**config.mk**
```make
export PLATFORM = sky130hd
export DESIGN_NAME = load_store_unit_flat
export DESIGN_NICKNAME = d
export VERILOG_FILES = /design/src/rtl/load_store_unit_if.sv /design/src/rtl/load_store_unit.sv /design/src/flat_wrapper.sv
export SDC_FILE = /design/constraint.sdc
export NUM_CORES = 1
export LEC_CHECK = 0
export CORE_MARGIN = 2
export CORE_UTILIZATION = 45
export DETAILED_ROUTE_END_ITERATION = 10
export GPL_ROUTABILITY_DRIVEN = 0
export PLACE_DENSITY = 0.78
export SLEW_MARGIN = 20
export SYNTH_ARGS = -nofsm -noshare
export SYNTH_HDL_FRONTEND = slang
export SYNTH_SLANG_ARGS = --single-unit
export TNS_END_PERCENT = 30
```
**constraint.sdc**
```tcl
create_clock -name clk -period 4.3 [get_ports clk]
set_input_delay 0.645 -clock clk [delete_from_list [all_inputs] [get_ports clk]]
set_output_delay 0.645 -clock clk [all_outputs]
set_load 0.01 [all_outputs]
```
**src/rtl/load_store_unit_if.sv**
```systemverilog
// Load/store unit bus bundle: pipeline request/response side plus memory side.
// slave = the load/store unit, master = the pipeline and memory driving it.
interface load_store_unit_if;
  logic        req_valid;
  logic        req_we;
  logic [2:0]  funct3;
  logic [31:0] addr;
  logic [31:0] wdata;
  logic        stall;
  logic        rsp_valid;
  logic [31:0] rdata;
  logic        err;
  logic        misalign;
  logic        mem_req;
  logic        mem_we;
  logic [31:0] mem_addr;
  logic [3:0]  mem_be;
  logic [31:0] mem_wdata;
  logic        mem_gnt;
  logic        mem_rvalid;
  logic [31:0] mem_rdata;

  modport slave (
    input  req_valid, req_we, funct3, addr, wdata, mem_gnt, mem_rvalid, mem_rdata,
    output stall, rsp_valid, rdata, err, misalign,
           mem_req, mem_we, mem_addr, mem_be, mem_wdata
  );

  modport master (
    output req_valid, req_we, funct3, addr, wdata, mem_gnt, mem_rvalid, mem_rdata,
    input  stall, rsp_valid, rdata, err, misalign,
           mem_req, mem_we, mem_addr, mem_be, mem_wdata
  );
endinterface

```
**src/rtl/load_store_unit.sv**
```systemverilog
// Load/store unit: turns one execute-stage memory instruction into a gnt/rvalid memory access.
// Optional: define LSU_MISALIGN_CHK_EN to reject misaligned H/W accesses with err+misalign.
module load_store_unit #(
  parameter int unsigned MAX_WAIT = 255
) (
  input logic               clk,
  input logic               rst,
  load_store_unit_if.slave  bus
);

  localparam int unsigned CNT_W = 8;
  localparam logic [CNT_W-1:0] LAST_CNT = CNT_W'(MAX_WAIT - 1);
  localparam logic [2:0] F_B  = 3'b000;
  localparam logic [2:0] F_H  = 3'b001;
  localparam logic [2:0] F_W  = 3'b010;
  localparam logic [2:0] F_BU = 3'b100;
  localparam logic [2:0] F_HU = 3'b101;

  typedef enum logic [1:0] {IDLE, REQ, WAIT, RESP} state_t;

  state_t           state;
  logic [CNT_W-1:0] wait_cnt;
  logic [2:0]       f3_q;
  logic [1:0]       off_q;
  logic             we_q;
  logic             mem_req_q;
  logic             mem_we_q;
  logic [31:0]      mem_addr_q;
  logic [3:0]       mem_be_q;
  logic [31:0]      mem_wdata_q;
  logic             rsp_valid_q;
  logic             err_q;
  logic             misalign_q;
  logic [31:0]      rdata_q;

  logic        legal_c;
  logic        misal_c;
  logic        last_c;
  logic [3:0]  be_c;
  logic [31:0] wdata_c;
  logic [31:0] shifted_c;
  logic [31:0] load_c;

  // Request decode: legality, byte enables and replicated store data
  always_comb begin
    legal_c = 1'b0;
    be_c    = 4'b1111;
    wdata_c = bus.wdata;
    case (bus.funct3)
      F_B, F_H, F_W: legal_c = 1'b1;
      F_BU, F_HU:    legal_c = !bus.req_we;
      default:       legal_c = 1'b0;
    endcase
    case (bus.funct3[1:0])
      2'b00: begin
        be_c    = 4'b0001 << bus.addr[1:0];
        wdata_c = {4{bus.wdata[7:0]}};
      end
      2'b01: begin
        be_c    = 4'b0011 << bus.addr[1:0];
        wdata_c = {2{bus.wdata[15:0]}};
      end
      default: begin
        be_c    = 4'b1111;
        wdata_c = bus.wdata;
      end
    endcase
  end

`ifdef LSU_MISALIGN_CHK_EN
  assign misal_c = (((bus.funct3 == F_H) || (bus.funct3 == F_HU)) && bus.addr[0]) ||
                   ((bus.funct3 == F_W) && (bus.addr[1:0] != 2'b00));
`else
  assign misal_c = 1'b0;
`endif

  // Load data alignment and extension from the latched size/offset
  always_comb begin
    shifted_c = bus.mem_rdata >> {off_q, 3'b000};
    case (f3_q)
      F_B:     load_c = {{24{shifted_c[7]}}, shifted_c[7:0]};
      F_H:     load_c = {{16{shifted_c[15]}}, shifted_c[15:0]};
      F_BU:    load_c = {24'b0, shifted_c[7:0]};
      F_HU:    load_c = {16'b0, shifted_c[15:0]};
      default: load_c = shifted_c;
    endcase
  end

  assign last_c = (wait_cnt == LAST_CNT);

  always_ff @(posedge clk or posedge rst) begin
    if (rst) begin
      state       <= IDLE;
      wait_cnt    <= '0;
      f3_q        <= '0;
      off_q       <= '0;
      we_q        <= 1'b0;
      mem_req_q   <= 1'b0;
      mem_we_q    <= 1'b0;
      mem_addr_q  <= '0;
      mem_be_q    <= '0;
      mem_wdata_q <= '0;
      rsp_valid_q <= 1'b0;
      err_q       <= 1'b0;
      misalign_q  <= 1'b0;
      rdata_q     <= '0;
    end else begin
      rsp_valid_q <= 1'b0;
      err_q       <= 1'b0;
      misalign_q  <= 1'b0;
      case (state)
        IDLE: begin
          if (bus.req_valid) begin
            if (!legal_c || misal_c) begin
              state       <= RESP;
              rsp_valid_q <= 1'b1;
              err_q       <= 1'b1;
              misalign_q  <= misal_c && legal_c;
              rdata_q     <= '0;
            end else begin
              state       <= REQ;
              wait_cnt    <= '0;
              f3_q        <= bus.funct3;
              off_q       <= bus.addr[1:0];
              we_q        <= bus.req_we;
              mem_req_q   <= 1'b1;
              mem_we_q    <= bus.req_we;
              mem_addr_q  <= {bus.addr[31:2], 2'b00};
              mem_be_q    <= be_c;
              mem_wdata_q <= wdata_c;
            end
          end
        end
        REQ: begin
          // Completion on the last budget cycle wins over the timeout
          if (bus.mem_gnt && (we_q || bus.mem_rvalid)) begin
            state       <= RESP;
            mem_req_q   <= 1'b0;
            rsp_valid_q <= 1'b1;
            rdata_q     <= we_q ? 32'h0 : load_c;
          end else if (last_c) begin
            state       <= RESP;
            mem_req_q   <= 1'b0;
            rsp_valid_q <= 1'b1;
            err_q       <= 1'b1;
            rdata_q     <= '0;
          end else begin
            wait_cnt <= wait_cnt + CNT_W'(1);
            if (bus.mem_gnt) begin
              state     <= WAIT;
              mem_req_q <= 1'b0;
            end
          end
        end
        WAIT: begin
          if (bus.mem_rvalid) begin
            state       <= RESP;
            rsp_valid_q <= 1'b1;
            rdata_q     <= load_c;
          end else if (last_c) begin
            state       <= RESP;
            rsp_valid_q <= 1'b1;
            err_q       <= 1'b1;
            rdata_q     <= '0;
          end else begin
            wait_cnt <= wait_cnt + CNT_W'(1);
          end
        end
        RESP:    state <= IDLE;
        default: state <= IDLE;
      endcase
    end
  end

  assign bus.stall     = ((state == IDLE) && bus.req_valid) || (state == REQ) || (state == WAIT);
  assign bus.rsp_valid = rsp_valid_q;
  assign bus.rdata     = rdata_q;
  assign bus.err       = err_q;
  assign bus.misalign  = misalign_q;
  assign bus.mem_req   = mem_req_q;
  assign bus.mem_we    = mem_we_q;
  assign bus.mem_addr  = mem_addr_q;
  assign bus.mem_be    = mem_be_q;
  assign bus.mem_wdata = mem_wdata_q;

endmodule
```
**src/flat_wrapper.sv**
```systemverilog
// flat-port wrapper written by rule: the top's interface ports become plain ports
module load_store_unit_flat 
#(
  parameter int unsigned MAX_WAIT = 255
)
  (clk, rst, bus_req_valid, bus_req_we, bus_funct3, bus_addr, bus_wdata, bus_mem_gnt, bus_mem_rvalid, bus_mem_rdata, bus_stall, bus_rsp_valid, bus_rdata, bus_err, bus_misalign, bus_mem_req, bus_mem_we, bus_mem_addr, bus_mem_be, bus_mem_wdata);
  load_store_unit_if bus_i ();
  input logic clk;
  input logic rst;
  input wire logic [$bits(bus_i.req_valid)-1:0] bus_req_valid;
  input wire logic [$bits(bus_i.req_we)-1:0] bus_req_we;
  input wire logic [$bits(bus_i.funct3)-1:0] bus_funct3;
  input wire logic [$bits(bus_i.addr)-1:0] bus_addr;
  input wire logic [$bits(bus_i.wdata)-1:0] bus_wdata;
  input wire logic [$bits(bus_i.mem_gnt)-1:0] bus_mem_gnt;
  input wire logic [$bits(bus_i.mem_rvalid)-1:0] bus_mem_rvalid;
  input wire logic [$bits(bus_i.mem_rdata)-1:0] bus_mem_rdata;
  output wire logic [$bits(bus_i.stall)-1:0] bus_stall;
  output wire logic [$bits(bus_i.rsp_valid)-1:0] bus_rsp_valid;
  output wire logic [$bits(bus_i.rdata)-1:0] bus_rdata;
  output wire logic [$bits(bus_i.err)-1:0] bus_err;
  output wire logic [$bits(bus_i.misalign)-1:0] bus_misalign;
  output wire logic [$bits(bus_i.mem_req)-1:0] bus_mem_req;
  output wire logic [$bits(bus_i.mem_we)-1:0] bus_mem_we;
  output wire logic [$bits(bus_i.mem_addr)-1:0] bus_mem_addr;
  output wire logic [$bits(bus_i.mem_be)-1:0] bus_mem_be;
  output wire logic [$bits(bus_i.mem_wdata)-1:0] bus_mem_wdata;
  assign bus_i.req_valid = bus_req_valid;
  assign bus_i.req_we = bus_req_we;
  assign bus_i.funct3 = bus_funct3;
  assign bus_i.addr = bus_addr;
  assign bus_i.wdata = bus_wdata;
  assign bus_i.mem_gnt = bus_mem_gnt;
  assign bus_i.mem_rvalid = bus_mem_rvalid;
  assign bus_i.mem_rdata = bus_mem_rdata;
  assign bus_stall = bus_i.stall;
  assign bus_rsp_valid = bus_i.rsp_valid;
  assign bus_rdata = bus_i.rdata;
  assign bus_err = bus_i.err;
  assign bus_misalign = bus_i.misalign;
  assign bus_mem_req = bus_i.mem_req;
  assign bus_mem_we = bus_i.mem_we;
  assign bus_mem_addr = bus_i.mem_addr;
  assign bus_mem_be = bus_i.mem_be;
  assign bus_mem_wdata = bus_i.mem_wdata;
  load_store_unit #(.MAX_WAIT(MAX_WAIT)) u_core (.clk(clk), .rst(rst), .bus(bus_i));
endmodule
```
==> impl_metrics.csv, run 1 <==
group,metric,value,unit
status,status,"complete, no violations",
yosys,ys.flop_type,"dfrtp_1",
sta,fin_crit_sh,62.18,%
global_routing,grt_pass1_vias,5480,
power,switchingPower,2.158,mW
clock_tree,root_buffer,"clkbuf_16",
job,cap_violations,0,
sta,slew_viol_final,0,
critical_path,arrival,3.01,ns
sta,timing.hold.ws,0.4659,ns
sta,worst_pin_slew,1.025,ns
route,drc,0,
clock_tree,clock_sinks,117,
placed_design,port_buffers,207,
critical_path,cp-startpoint,"bus_funct3[0]",
power,clkPwrFrac,23.0,%
power,switching_share,36.62,%
global_routing,gr-usage-all-layers,25.45,%
floorplan,core,12570,sq um
power,p_total,5.894,mW
final_layout,final_core_util,67.73,%
critical_path,start_kind,"primary input",
yosys,ys_seq_elements,117,
route,ant_nets,0,
power,leakagePower,3.814,nW
yosys,yosys.area.top_type,"dfrtp_1",
route,wirelength,16.97,mm
floorplan,die_area,13760,sq um
final_layout,area_delta_synth_final,47.38,%
power,p_per_area,692.4,nW/um^2
critical_path,end_kind,"flip-flop",
yosys,syn-cell-area,5776,sq um
final_layout,fin_nets,918,
global_routing,grt_pass1_wl,26.57,mm
yosys,synth.distinct_cells,52,
clock_tree,cts_setup_buffers,0,
power,intPower,3.736,mW
clock_tree,cts_hold_buf,0,
power,ir_drop,0.3587,mV
yosys,synth_area_leaders,"dfrtp_1 51%, nand2_1 12%, mux2i_1 7.3%",
sta,setup-tns-final,0,ns
yosys,netlist_instances,617,
critical_path,critPathMaxFanout,25,
final_layout,diodes,0,
yosys,async_flop_share,100.0,%
critical_path,critPathRequiredTime,4.63,ns
floorplan,die_x,117.3,microns
route,first_iter_violations,480,
clock_tree,cts_tree,"yes",
global_routing,grt-ovfl-total,0,
yosys,seq_area_frac_synth,50.69,%
hold_path,min-delay-start,"u_core.bus.mem_be[0]$_DFFE_PP0P_",
route,dr.pass1.iters,5,
power,comb_power_share,45.2,%
sta,skew,0.01132,ns
sta,report.final.hold_viol_count,0,
floorplan,rows,41,
floorplan,start_util,45.95,%
sta,setup_viol,0,
yosys,postSynthAreaPerCell,9.361,sq um
global_routing,antenna_found_initial,0,
global_routing,grt_max_degree,95,
yosys,synth_top_cell_area_share,50.69,%
critical_path,r2r-start,"u_core.state[1]$_DFFE_PP0P_",
floorplan,chipHeight,117.3,microns
route,routedWlPerCell,17.12,microns
sta,max_freq,374.0,MHz
sta,grt_setup_unrepaired,"false",
route,vias_per_cell,5.433,
clock_tree,cts_buffer_depth,2,
final_layout,drive_gt1_share,5.861,%
clock_tree,path_clk_slew,0.05,ns
floorplan,io_pins,211,
route,vias,5384,
yosys,synth_edf_count,0,
yosys,yosys_warnings,0,
clock_tree,clock_latency,0.42,ns
sta,fin_crit,2.674,ns
hold_path,hp-class,"reg2reg",
clock_tree,cts_buffers,17,
clock_tree,cts_max_level,4,
power,p_seq_share,31.8,%
sta,relSlewSlack,31.67,%
placed_design,dp_hpwl,11.88,mm
critical_path,critical_path_class,"in2reg",
clock_tree,ctsResizeCount,0,
-- registers in the layout, summed over array words and instances, names as in the netlist --
| register | count |
|---|---|
| u_core.bus.err | 1 |
| u_core.bus.mem_addr | 30 |
| u_core.bus.mem_be | 4 |
| u_core.bus.mem_req | 1 |
| u_core.bus.mem_wdata | 32 |
| u_core.bus.rdata | 32 |
| u_core.bus.rsp_valid | 1 |
| u_core.f3_q | 3 |
| u_core.off_q | 2 |
| u_core.state | 2 |
| u_core.wait_cnt | 8 |
| u_core.we_q | 1 |
-- power groups by stage --
| stage | registers (mW) | clock network (mW) | logic [mW] |
|---|---|---|---|
| final | 1.87 | 1.36 | 2.66 |
| after global routing | 1.93 | 1.43 | 2.91 |
| after CTS | 1.87 | 1.38 | 2.67 |
| after detailed placement | 1.88 | 0 | 2.65 |
| after global placement | 1.86 | 0 | 2.58 |
| after floorplan | 1.98 | 0 | 1.30 |
-- path summary, 6_finish.rpt --
path | cells after the start | slack, ns | endpoint
setup / recovery | 7 | 1.63 | u_core.bus.rdata[13]$_DFFE_PP0P_
hold / removal | 2 | 0.47 | u_core.bus.mem_be[0]$_DFFE_PP0P_
setup reg to reg | 7 | 1.63 | u_core.bus.rdata[13]$_DFFE_PP0P_
hold reg to reg | 2 | 0.47 | u_core.bus.mem_be[0]$_DFFE_PP0P_
max in group asynchronous | 3 | 2.82 | u_core.wait_cnt[3]$_DFFE_PP0P_
min in group asynchronous | 2 | 0.70 | u_core.bus.mem_wdata[23]$_DFFE_PP0P_
-- cell usage after synthesis, types with 2 or more instances --
library cell and instances:
clkbuf_1 37, buf_1 2, buf_4 3, buf_6 2, and2_1 2, a22o_1 4, dfrtp_1 117, mux2i_1 42
nor2b_1 10, a32o_1 24, a211oi_1 3, nand3b_1 2, buf_2 2, nand4_1 2, nand3_1 2, o211ai_1 2
ha_1 7, a31oi_1 6, inv_1 11, o32a_1 2, o21ai_0 41, o21bai_1 2, nand2_1 190, a21oi_1 21
a211o_1 9, o2bb2ai_1 17, or2_2 2, and3b_1 2, nand2b_1 3, nor2_1 26
-- cells by family after synthesis --
family,after synthesis,share of synthesized area [%]
compound gates,143,17.83
fa+ha+maj,7,1.516
buf+inv,57,4.203
flops,117,50.69
mux,44,7.864
other cells,1,0.06493
simple gates,248,17.83
-- per-stage QoR --
step                instance area [sq um]  cells  setup slack [ns]
floorplan                            5783    619            0.5542
global placement                     7938    959             1.292
detailed placement                   7938    959             1.239
CTS                                  8512    991             1.643
global route                         8512    991             1.450
finish                               8512    991             1.626
-- cells in the final DEF (no fill, tap or decap), types with 2 or more instances in the layout --
| cell type | n |
|---|---|
| o2bb2ai_1 | 17 |
| nor2_1 | 26 |
| clkbuf_8 | 5 |
| dfrtp_1 | 117 |
| a22o_1 | 4 |
| nor2b_1 | 10 |
| clkbuf_1 | 2 |
| a31oi_1 | 6 |
| mux2i_1 | 42 |
| clkbuf_16 | 17 |
| nand2_1 | 190 |
| o21bai_1 | 2 |
| or2_2 | 2 |
| nand3b_1 | 2 |
| a32o_1 | 24 |
| a211o_1 | 9 |
| a21oi_1 | 21 |
| a211oi_1 | 3 |
| o21ai_0 | 41 |
| buf_4 | 6 |
| nand2b_1 | 3 |
| o211ai_1 | 2 |
| nand4_1 | 2 |
| clkdlybuf4s50_1 | 207 |
| and2_1 | 2 |
| inv_1 | 10 |
| conb_1 | 3 |
| o32a_1 | 2 |
| clkinv_2 | 4 |
| ha_1 | 7 |
| clkinvlp_4 | 3 |
| nand3_1 | 2 |
-- layout make-up --
cell class	instances	area, sq um
Clock buffer	24	501.7
Clock inverter	8	72.57
Fill cell	986	4056
Inverter	11	43.79
Multi-Input combinational cell	445	2614
Sequential cell	117	2928
Tap cell	172	215.2
Timing Repair Buffer	214	2137
-- routing by layer --
layer | share of wire (%) | wire length, microns | track usage (%)
met5 | 0 | 0 | 0
met1 | 40 | 6771 | 30.41
met3 | 10 | 1752 | 10.45
met4 | 2.6 | 446 | 11.69
met2 | 47 | 7998 | 40.31
-- critical path, cell delays in order --
cell	delay [ns]
clkdlybuf4s50_1	0.41
buf_4	0.21
o21ai_2	0.26
a21o_1	0.20
a32o_1	0.82
buf_4	0.30
o2bb2ai_1	0.14
Power figures use the tool's default switching activity.
==> run 2, diff against run 1 <==
- clock period: 4.3 -> 2.5 ns (I/O delays scaled with it)
==> run 2 against run 1 <==
  * Non-clock buffer count increased by 8
  * Clock skew down 0.0063 ns
  * Count of clock-buffer cells in the layout is 3 lower
  * Power rose by 74%
  * Combinational power is 78% higher
  * Worst setup slack lost 1.5 ns
  * Core utilization rose by 0.74 points
  * Sequential share of layout area is 0.37 points lower
  * Sequential cell count did not move
  * Hold slack got worse by 0.046 ns
  * Largest power group unchanged
==> impl_metrics.csv, run 2 (synthesis results as in run 1) <==
group,metric,value,unit
status,status,"complete, no violations",
power,leakagePower,3.872,nW
final_layout,layout_commonest_cell,"clkdlybuf4s50_1",
critical_path,worstReg2RegEnd,"u_core.bus.rdata[27]$_DFFE_PP0P_",
route,dr.pass1.iters,5,
critical_path,critical_path_class,"reg2out",
sta,fin_crit_sh,95.92,%
final_layout,area_delta_synth_final,48.98,%
route,first_iter_violations,613,
placed_design,port_buffers,207,
floorplan,chipHeight,117.3,microns
sta,setup-tns-final,0,ns
power,ir_drop,0.6127,mV
global_routing,gr-usage-all-layers,25.70,%
critical_path,crit_path_max_incr_delay,0.54,ns
sta,relSlewSlack,35.19,%
route,ant_nets,0,
floorplan,die_x,117.3,microns
clock_tree,ctsResizeCount,0,
critical_path,cp-startpoint,"u_core.state[0]$_DFFE_PP0P_",
global_routing,grt_pass1_vias,5360,
floorplan,start_util,45.95,%
sta,setup_viol,0,
floorplan,core,12570,sq um
job,cap_violations,0,
critical_path,start_kind,"flip-flop",
critical_path,critPathRequiredTime,2.12,ns
global_routing,grt_max_degree,95,
critical_path,r2r_cells,6,
placed_design,post_dp_cell_area,8036,sq um
clock_tree,clock_sinks,117,
critical_path,r2r-start,"u_core.state[1]$_DFFE_PP0P_",
critical_path,arrival,2.02,ns
critical_path,critPathTopFamily,"buffers and inverters",
route,drc,0,
sta,grt_setup_unrepaired,"false",
critical_path,crit_chain,"inv_1 -> ha_1 -> nor2_1 -> nand2_1 -> clkdlybuf4s50_1",
sta,skew,0.004978,ns
final_layout,stdcell_count,999,
sta,fin_crit,2.398,ns
hold_path,hp-class,"in2async",
global_routing,grt-ovfl-total,0,
placed_design,dp_hpwl,12.25,mm
clock_tree,root_buffer,"clkbuf_16",
floorplan,rows,41,
floorplan,io_pins,211,
route,vias,5409,
clock_tree,cts_max_level,4,
clock_tree,cts_buffer_depth,2,
clock_tree,cts_buffers,17,
final_layout,fin_nets,926,
sta,timing.hold.ws,0.4198,ns
global_routing,grt_pass1_wl,26.91,mm
final_layout,drive_gt1_share,6.771,%
route,vias_per_cell,5.414,
sta,report.final.hold_viol_count,0,
sta,worst_pin_slew,0.9686,ns
clock_tree,cts_hold_buf,0,
floorplan,die_area,13760,sq um
critical_path,end_kind,"output port",
clock_tree,cts_setup_buffers,0,
final_layout,layout_common_cells,"207 x clkdlybuf4s50_1, 190 x nand2_1, 117 x dfrtp_1, 42 x mux2i_1, 41 x o21ai_0",
critical_path,ff2ff_setup_slack,0.15,ns
critical_path,path_buf_inv,2,
critical_path,slowest_stage,"clkdlybuf4s50_1",
sta,max_freq,417.0,MHz
critical_path,critPathMaxFanout,7,
sta,slew_viol_final,0,
route,routedWlPerCell,17.42,microns
placed_design,placed_cells,967,
route,wirelength,17.41,mm
final_layout,diodes,0,
final_layout,finish.instance_area,8605,sq um
clock_tree,clock_latency,0.42,ns
clock_tree,cts_tree,"yes",
global_routing,antenna_found_initial,0,
power,p_per_area,1192,nW/um^2
clock_tree,path_clk_slew,0.05,ns
==> run 2: cell type report <==
class | instances | area [sq um]
tap | 172 | 215.2
fill | 987 | 3964
inverter | 11 | 45.04
timing repair buffer | 222 | 2235
multi-input combinational | 445 | 2614
sequential | 117 | 2928
clock buffer | 21 | 460.4
clock inverter | 11 | 107.6
==> run 2: worst max-delay path by stage <==
stage	to	slack, ns	cells after the start
2_1_floorplan	u_core.bus.rdata[0]$_DFFE_PP0P_	0.56	7
3_3_place_gp	u_core.bus.rdata[1]$_DFFE_PP0P_	0.17	5
3_5_place_dp	u_core.bus.rdata[25]$_DFFE_PP0P_	0.06	5
4_1_cts	bus_stall	0.09	5
5_1_grt	u_core.bus.rdata[29]$_DFFE_PP0P_	0.0006	6
6_report	bus_stall	0.10	5
==> run 2: power breakdown <==
group / internal, mW / leakage (nW) / switching, mW
combinational: 2.34 / 2.08 / 2.40
clock: 1.50 / 0.286 / 0.840
sequential: 2.66 / 1.50 / 0.514
==> run 2: stage by stage <==
stage	util [%]	power, mW	setup slack [ns]
after floorplan	-	5.629	0.5616
after global routing	68.46	10.87	0.0005946
after global placement	63.94	7.698	0.1712
final	68.46	10.26	0.1020
after detailed placement	63.94	7.872	0.05714
after CTS	68.46	10.28	0.09040
==> run 2: per-layer routing <==
layer | vias to the layer above | wire length [microns] | GRT usage, %
li1 | 2543 | - | -
met1 | 2573 | 6942 | 31.04
met2 | 269 | 8421 | 42.68
met3 | 24 | 1791 | 9.629
met4 | 0 | 252 | 8.392
met5 | - | 0 | 0
==> run 2: worst register-to-register path, stage by stage, from the launching register on <==
cell and delay, ns:
dfrtp_1 0.41, inv_1 0.14, ha_1 0.33, and3b_1 0.20, o2111a_1 0.18, and2_1 0.72
a32o_1 0.30
